## config.mk

```make
export PLATFORM = sky130hd
export DESIGN_NAME = wb_stage
export DESIGN_NICKNAME = d
export VERILOG_FILES = /design/src/rtl/wb_pkg.sv /design/src/rtl/wb_stage_load_ext.sv /design/src/rtl/wb_stage.sv
export SDC_FILE = /design/constraint.sdc
export NUM_CORES = 1
export LEC_CHECK = 0
export CAP_MARGIN = 30
export CORE_ASPECT_RATIO = 0.75
export CORE_MARGIN = 4
export CORE_UTILIZATION = 48
export DETAILED_ROUTE_END_ITERATION = 10
export HOLD_SLACK_MARGIN = 0.12
export PLACE_DENSITY = 0.82
export SETUP_SLACK_MARGIN = 0.1
export SLEW_MARGIN = 10
export SYNTH_ARGS = -nofsm -noshare
export SYNTH_HDL_FRONTEND = slang
export SYNTH_SLANG_ARGS = --single-unit
```

## constraint.sdc

```tcl
create_clock -name clk -period 2.26 [get_ports clk]
set_input_delay 0.339 -clock clk [delete_from_list [all_inputs] [get_ports clk]]
set_output_delay 0.339 -clock clk [all_outputs]
set_load 0.1 [all_outputs]
```

## src/rtl/wb_pkg.sv

```systemverilog
// wb_pkg: shared encodings, reset PC and W-register layout for the writeback stage
package wb_pkg;
    localparam logic [1:0] WSEL_ALU  = 2'd0;
    localparam logic [1:0] WSEL_LOAD = 2'd1;
    localparam logic [1:0] WSEL_PC8  = 2'd2;
    localparam logic [1:0] WSEL_HILO = 2'd3;
    localparam logic [2:0] LD_W  = 3'd0;
    localparam logic [2:0] LD_B  = 3'd1;
    localparam logic [2:0] LD_BU = 3'd2;
    localparam logic [2:0] LD_H  = 3'd3;
    localparam logic [2:0] LD_HU = 3'd4;
    localparam logic [31:0] WB_RESET_PC = 32'h0000_3000;
    typedef struct packed {
        logic        valid;
        logic [31:0] pc;
        logic [31:0] alu_res;
        logic [31:0] hilo;
        logic [4:0]  rd;
        logic        we;
        logic [1:0]  wsel;
        logic [2:0]  ld_type;
    } w_reg_t;
endpackage

```

## src/rtl/wb_stage_load_ext.sv

```systemverilog
// load_ext: little-endian sub-word extraction and sign/zero extension of a load word
module load_ext
    import wb_pkg::*;
(
    input  logic [31:0] rdata,
    input  logic [1:0]  addr,
    input  logic [2:0]  ld_type,
    output logic [31:0] data
);
    logic [7:0]  b;
    logic [15:0] h;
    assign b = rdata[{addr, 3'b000} +: 8];
    assign h = addr[1] ? rdata[31:16] : rdata[15:0];
    always_comb begin
        data = ld_type == LD_B  ? {{24{b[7]}}, b}  :
               ld_type == LD_BU ? {24'd0, b}       :
               ld_type == LD_H  ? {{16{h[15]}}, h} :
               ld_type == LD_HU ? {16'd0, h}       : rdata;
    end
endmodule

```

## src/rtl/wb_stage.sv

```systemverilog
// wb_stage: M/W pipeline register, writeback mux and retired-instruction counter
module wb_stage
    import wb_pkg::*;
(
    input  logic        clk,
    input  logic        reset,
    input  logic        m_valid,
    input  logic [31:0] m_pc,
    input  logic [31:0] m_alu_res,
    input  logic [31:0] m_hilo,
    input  logic [4:0]  m_rd,
    input  logic        m_we,
    input  logic [1:0]  m_wsel,
    input  logic [2:0]  m_ld_type,
    input  logic [31:0] dm_rdata,
    input  logic        w_stall,
    input  logic        w_flush,
    output logic        rf_we,
    output logic [4:0]  rf_a3,
    output logic [31:0] rf_wdata,
    output logic [31:0] rf_pc,
    output logic        w_valid,
    output logic [31:0] retire_cnt
);
    w_reg_t      w;
    logic [31:0] ld_data;
    always_ff @(posedge clk or negedge reset) begin
        if (!reset) begin
            w    <= '0;
            w.pc <= WB_RESET_PC;
        end else if (w_flush) begin
            w <= '0;
        end else if (!w_stall) begin
            w <= '{valid: m_valid, pc: m_pc, alu_res: m_alu_res, hilo: m_hilo,
                   rd: m_rd, we: m_we, wsel: m_wsel, ld_type: m_ld_type};
        end
    end
    always_ff @(posedge clk or negedge reset) begin
        if (!reset) retire_cnt <= '0;
        else if (w.valid && !w_stall) retire_cnt <= retire_cnt + 32'd1;
    end
    load_ext u_load_ext (
        .rdata   (dm_rdata),
        .addr    (w.alu_res[1:0]),
        .ld_type (w.ld_type),
        .data    (ld_data)
    );
    always_comb begin
        rf_wdata = w.wsel == WSEL_ALU  ? w.alu_res :
                   w.wsel == WSEL_LOAD ? ld_data   :
                   w.wsel == WSEL_PC8  ? w.pc + 32'd8 : w.hilo;
    end
    assign rf_we   = w.valid & w.we & (w.rd != 5'd0);
    assign rf_a3   = w.valid ? w.rd : 5'd0;
    assign rf_pc   = w.pc;
    assign w_valid = w.valid;
endmodule

```

* After elaboration in Yosys (flattened, before gate mapping)
Index checks and enable logic that the tools add are counted.
** Storage, ports and cells
- Bits in registers :: 140
- Output and inout port bits :: 103
- Logic and storage cells :: 36
** Operators by class
- $add $sub $neg :: 2
- Eq/ne operators :: 7
- Shift-type cells :: 1
- Muxes and demuxes :: 11
- Bitwise operators :: 2
- Reductions and logical operators :: 4
** Operators with widths (count)
- $mux W32 :: 7
- $mux W108 :: 2
- $add A32 B1 Y32 const B :: 1
- $add A32 B4 Y32 const B :: 1
- $shiftx A32 B6 Y8 :: 1
- $mux W16 :: 1
- $eq A3 B2 Y1 const B :: 2
- $mux W5 :: 1
- $reduce_bool A5 Y1 :: 1
- $eq A3 B1 Y1 const B :: 1
- $eq A3 B3 Y1 const B :: 1
- $and A1 B1 Y1 :: 2
- $eq A2 B1 Y1 const B :: 1
- $eq A2 B2 Y1 const B :: 1
- $logic_not A2 Y1 :: 1
- $ne A2 B1 Y1 const B :: 1
- $logic_and A1 B1 Y1 :: 1
- $logic_not A1 Y1 :: 1

* Depth between registers and ports, before layout
- Depth in word-level cells :: 7
- Depth in mapped cells :: 7

* Modules after synthesis
From an unflattened synthesis, not the netlist that was laid out.
** Second synthesis, totals
- Cells, all modules :: 769
- Area, all modules :: 8289.2 um^2
** By module, submodules not included
- wb_stage :: instances 1, cells an instance 669, area an instance 7379.6 um^2, seq. area each 3505.9 um^2
- load_ext :: instances 1, cells an instance 100, area an instance 909.6 um^2, seq. area each 0.0 um^2

* Worst setup path before layout
OpenSTA, ideal clock, no wires.
- Kind :: register -> output
- From :: reg w[1] (netlist bit)
- To :: out rf_wdata[16]
- Arrival :: 3605 ps
- Data required time :: 1921 ps
- Path slack :: -1684 ps
- Stages on the path, launching flop included :: 7
- Buffers on the path :: 2
- Cells stage by stage :: dfrtp_1 -> buf_2 -> nor2_4 -> xor2_2 -> buf_2 -> a211oi_1 -> o32ai_1
** On the way
- Word-level cells in the longest chain between the ends :: 7
- Elaborated cells on any way between the ends :: 10
** RTL lines
- from (decl) :: line wb_stage.sv:25 : w_reg_t w;
- from (signal assigned) :: line wb_stage.sv:34 : w <= '{valid: m_valid, pc: m_pc, alu_res: m_alu_res, hilo: m_hilo,
- $eq A3 B3 Y1 :: line wb_stage_load_ext.sv:18 : ld_type == LD_HU ? {16'd0, h} : rdata;
- $mux W32 :: line wb_stage_load_ext.sv:18
- $mux W32 :: line wb_stage_load_ext.sv:17 : ld_type == LD_H ? {{16{h[15]}}, h} :
- $mux W32 :: line wb_stage_load_ext.sv:16 : ld_type == LD_BU ? {24'd0, b} :
- $mux W32 (*) :: line wb_stage_load_ext.sv:15 : data = ld_type == LD_B ? {{24{b[7]}}, b} :
- $mux W32 (*) :: line wb_stage.sv:50 : w.wsel == WSEL_LOAD ? ld_data :
- $mux W32 (*) :: line wb_stage.sv:49 : rf_wdata = w.wsel == WSEL_ALU ? w.alu_res :
- to (decl) :: line wb_stage.sv:20 : output logic [31:0] rf_wdata,
Mark *: on every way between the ends. The rest lies on a longest branch, timed or not.

* Worst setup path in the final report
- From :: reg w[44] (netlist bit)
- To :: out rf_wdata[22]
** On the way
- Word-level cells in the longest chain between the ends :: 6
- Elaborated cells on any way between the ends :: 7
** RTL lines (line)
- branches (longest 3 deep; another with $shiftx A32 B6 Y8)
- $mux W32 (*) :: wb_stage_load_ext.sv:15
- $mux W32 (*) :: wb_stage.sv:50
- $mux W32 (*) :: wb_stage.sv:49
Every way passes the cells marked *.

==> results.py <==
metrics = {
    "outcome": {
        "status": "finished with violations",
        "violations": "setup timing",
    },
    "routing": {
        "routed_wl_um": 29500,
        "num_vias": 7612,
        "drt_pass1_iterations": 6,
        "wire_per_inst_um": 22.3,
        "drt-initial-drc-count": 653,
        "ant_nets": 0,
        "vias_per_cell": 5.75,
        "post-route-drc-count": 0,
    },
    "clocking": {
        "htree_levels": 4,
        "clockBufferDepth": 2,
        "clkTransAtPathRegs_ps": 60,
        "clkLatencyLatePin_ps": 440,
        "cts_tree": "built",
        "clk_root_buffer_cell": "clkbuf_16",
        "cts_buffers": 17,
        "cts_sinks": 140,
    },
    "critical_path": {
        "path_class": "flop to output port",
        "path_buf_inv": 2,
        "critPathRequiredTime_ps": 1920,
        "critPathSlowestCell": "dfrtp_2",
        "critPathCaptureType": "output port",
        "cp_data_arrival_time_ps": 2450,
        "crit_fanout": 6,
        "r2r-start": "retire_cnt[1]",
        "worst_path_dominant_cell_family": "compound AO/OA/AOI/OAI gates",
        "critPathLaunch": "w[44]",
        "start_kind": "flop",
        "crit_chain": "mux2_4 -> or3_4 -> o211ai_4 -> buf_6 -> a211oi_2 -> a221o_4 -> buf_12",
        "max_stage_delay_ps": 450,
    },
    "sta": {
        "finalClockSkew_ps": 4.51,
        "hold_viol_final": 0,
        "slew_headroom": 0.550,
        "whs_ps": 376,
        "max_slew.worst_pin.slew_ps": 674,
        "finalCritPeriodShare": 1.24,
        "slew_viol_final": 0,
        "setup_viol": 32,
        "clock.fmax_mhz": 358,
        "worst_slack_ps": -532,
        "rsz0062_at_grt": "true",
        "period_needed_ps": 2790,
    },
    "place": {
        "numPortBuffers": 246,
        "dpl_cell_area_mm2": 0.0119,
        "place_ws_ps": -364,
        "place_congestion": 0.897,
        "dp_hpwl_um": 21400,
    },
    "logic_synthesis": {
        "synth_top_family_by_area": "multiplexers",
        "synth_edf_count": 0,
        "synthCells": 800,
        "synth-xor-area-share": 0.0643,
        "synthSimpleGateAreaFrac": 0.155,
        "syn_nets": 946,
        "synth_top_area_frac": 0.424,
        "synthArstFlopShare": 1.00,
        "synthMuxAreaShare": 0.183,
        "synthesis.area_mm2": 0.00815,
        "syn_area_per_cell_um2": 10.2,
        "synth_top_flop_cell": "dfrtp_1",
        "synth_cell_types": 69,
        "yosysSeqAreaShare": 0.430,
        "synth_warnings": 0,
        "ys_ff_latch": 140,
        "synthTopCellsByArea": "dfrtp_1, mux2i_1, nor2_1, xnor2_1, buf_4",
        "synth_compound_area_frac": 0.103,
        "yosys.area.top_type": "dfrtp_1",
        "synth_fa_ha_area_frac": 0.00307,
    },
    "global_routing": {
        "overflow": 0,
        "antenna_found_initial": 0,
        "grt_pass1_wl_um": 45200,
        "grt_max_degree": 87,
        "first_global_vias": 7939,
        "grt.total_usage": 0.308,
    },
    "pwr": {
        "fin_total_pwr_mw": 8.67,
        "p_leak_nw": 5.99,
        "power_density_mw_per_mm2": 676,
        "peakVddDrop_mv": 0.481,
    },
    "cells_and_area": {
        "fillers": 1019,
        "stdcell_area_mm2": 0.0128,
        "area_growth_pct": 57.4,
        "fin_nets": 1245,
        "regArea_mm2": 0.00353,
        "multi_input_area_mm2": 0.00474,
        "drive_gt1_frac": 0.346,
    },
    "worst_hold_path": {
        "hp-start": "w_stall",
        "worstHoldPathType": "input port to flop",
    },
    "floorplanning": {
        "fp.dieW_um": 158,
        "rows": 40,
        "dieArea_mm2": 0.0191,
        "start_util": 0.499,
        "core-area_mm2": 0.0163,
        "die_h_um": 121,
        "pin_count": 247,
    },
    "job": {
        "drv_cap": 0,
    },
}
## worst register-to-register path, cell delays in order (launching register included)
cell      delay (ps)
dfrtp_4          440
ha_1             250
nand4b_4         150
nor4_4           320
and3b_1          330
nand2_1          100
xnor2_1          140
## cells in the final DEF (no fill, tap or decap), types with 5 or more instances in the layout
master	Yosys	layout
and2_1	6	6
nand2_1	35	33
o21bai_1	10	10
nand3_1	15	12
a21oi_1	24	13
xnor2_1	36	35
nor2b_1	5	5
mux2i_1	116	115
mux4_2	7	7
a21oi_4	0	8
nand4_1	17	17
xor2_1	22	22
o21ai_0	21	18
nor2_1	135	132
buf_12	0	41
dfrtp_1	138	119
o22ai_4	0	7
inv_6	0	5
clkbuf_16	0	17
clkdlybuf4s50_1	0	140
dfrtp_2	0	17
mux2_2	12	7
and3_1	11	11
a221o_2	0	11
mux2_4	1	8
buf_6	1	13
buf_4	35	170
## final cells by class
type                    instances  share of cell area
multi-input cells             571               0.370
repair buffers                366               0.286
flip-flops and latches        140               0.276
clock buffers                  19              0.0353
well taps                     210              0.0205
clock inverters                13              0.0118
inverters                       3            0.000878
diodes                          1            0.000195
## layer usage
metal  vias up  part of all wire  global-route usage
met5         -                 0                   0
met4         0             0.033               0.106
met3        79              0.10              0.0959
met2       414              0.45               0.461
met1      3724              0.42               0.423
li1       3395                 -                   -
## state kept, by name (all words and copies together) (netlist names)
name,count
retire_cnt,32
rf_pc,32
w_valid,1
w,75
## final timing paths
kind                                  end  slack (ps)  cells past startpoint
min in group asynchronous           w[37]         390                      2
hold / removal              retire_cnt[8]         380                      4
max in group asynchronous  retire_cnt[10]        1110                      3
setup reg to reg           retire_cnt[28]         410                      6
setup / recovery             rf_wdata[22]        -530                      7
hold reg to reg            retire_cnt[31]         490                      1
## where the power goes
group          switching [mW]  leakage [nW]  internal, mW  total [mW]
Sequential              0.149          1.84          2.66        2.81
Combinational            1.83          3.85          1.11        2.94
Clock                    1.21         0.295          1.71        2.92
Total                    3.19          5.99          5.49        8.67
## Yosys cell counts (all sizes together), types with 5 or more instances
| cell type | count |
|---|---|
| a211oi | 8 |
| a21oi | 24 |
| a221o | 15 |
| a31oi | 5 |
| and2 | 9 |
| and3 | 11 |
| buf | 54 |
| clkbuf | 32 |
| dfrtp | 138 |
| mux2 | 15 |
| mux2i | 116 |
| mux4 | 7 |
| nand2 | 35 |
| nand3 | 17 |
| nand4 | 18 |
| nor2 | 136 |
| nor2b | 5 |
| nor3 | 6 |
| o21ai | 21 |
| o21bai | 10 |
| o22ai | 11 |
| xnor2 | 36 |
| xor2 | 23 |
## metrics by stage
stage                util  TNS, ps  cells
CTS                 0.782   -13380   1319
detailed placement  0.727    -7400   1274
floorplan               -    -3140    800
global route        0.786   -16120   1322
finish              0.786   -14030   1323
global placement    0.727    -6840   1274
## repair_timing
| action | CTS | global route |
|---|---|---|
| setup buffers | 12 | 3 |
| gates resized for setup | 44 | 10 |
| endpoints found under the hold margin | 33 | 0 |
| hold buffers | 1 | 0 |
| setup endpoints to repair | 32 | 32 |
| pin swaps | 20 | 15 |
## cells by family (layout without fill, tap and decap cells)
group,after synthesis,after routing
compound gates,117,117
xor+xnor,59,59
fa+ha+maj,2,2
buf+inv,89,401
flops,140,140
mux,138,138
other cells,0,1
simple gates,255,255
(Power assumes the default switching activity.)
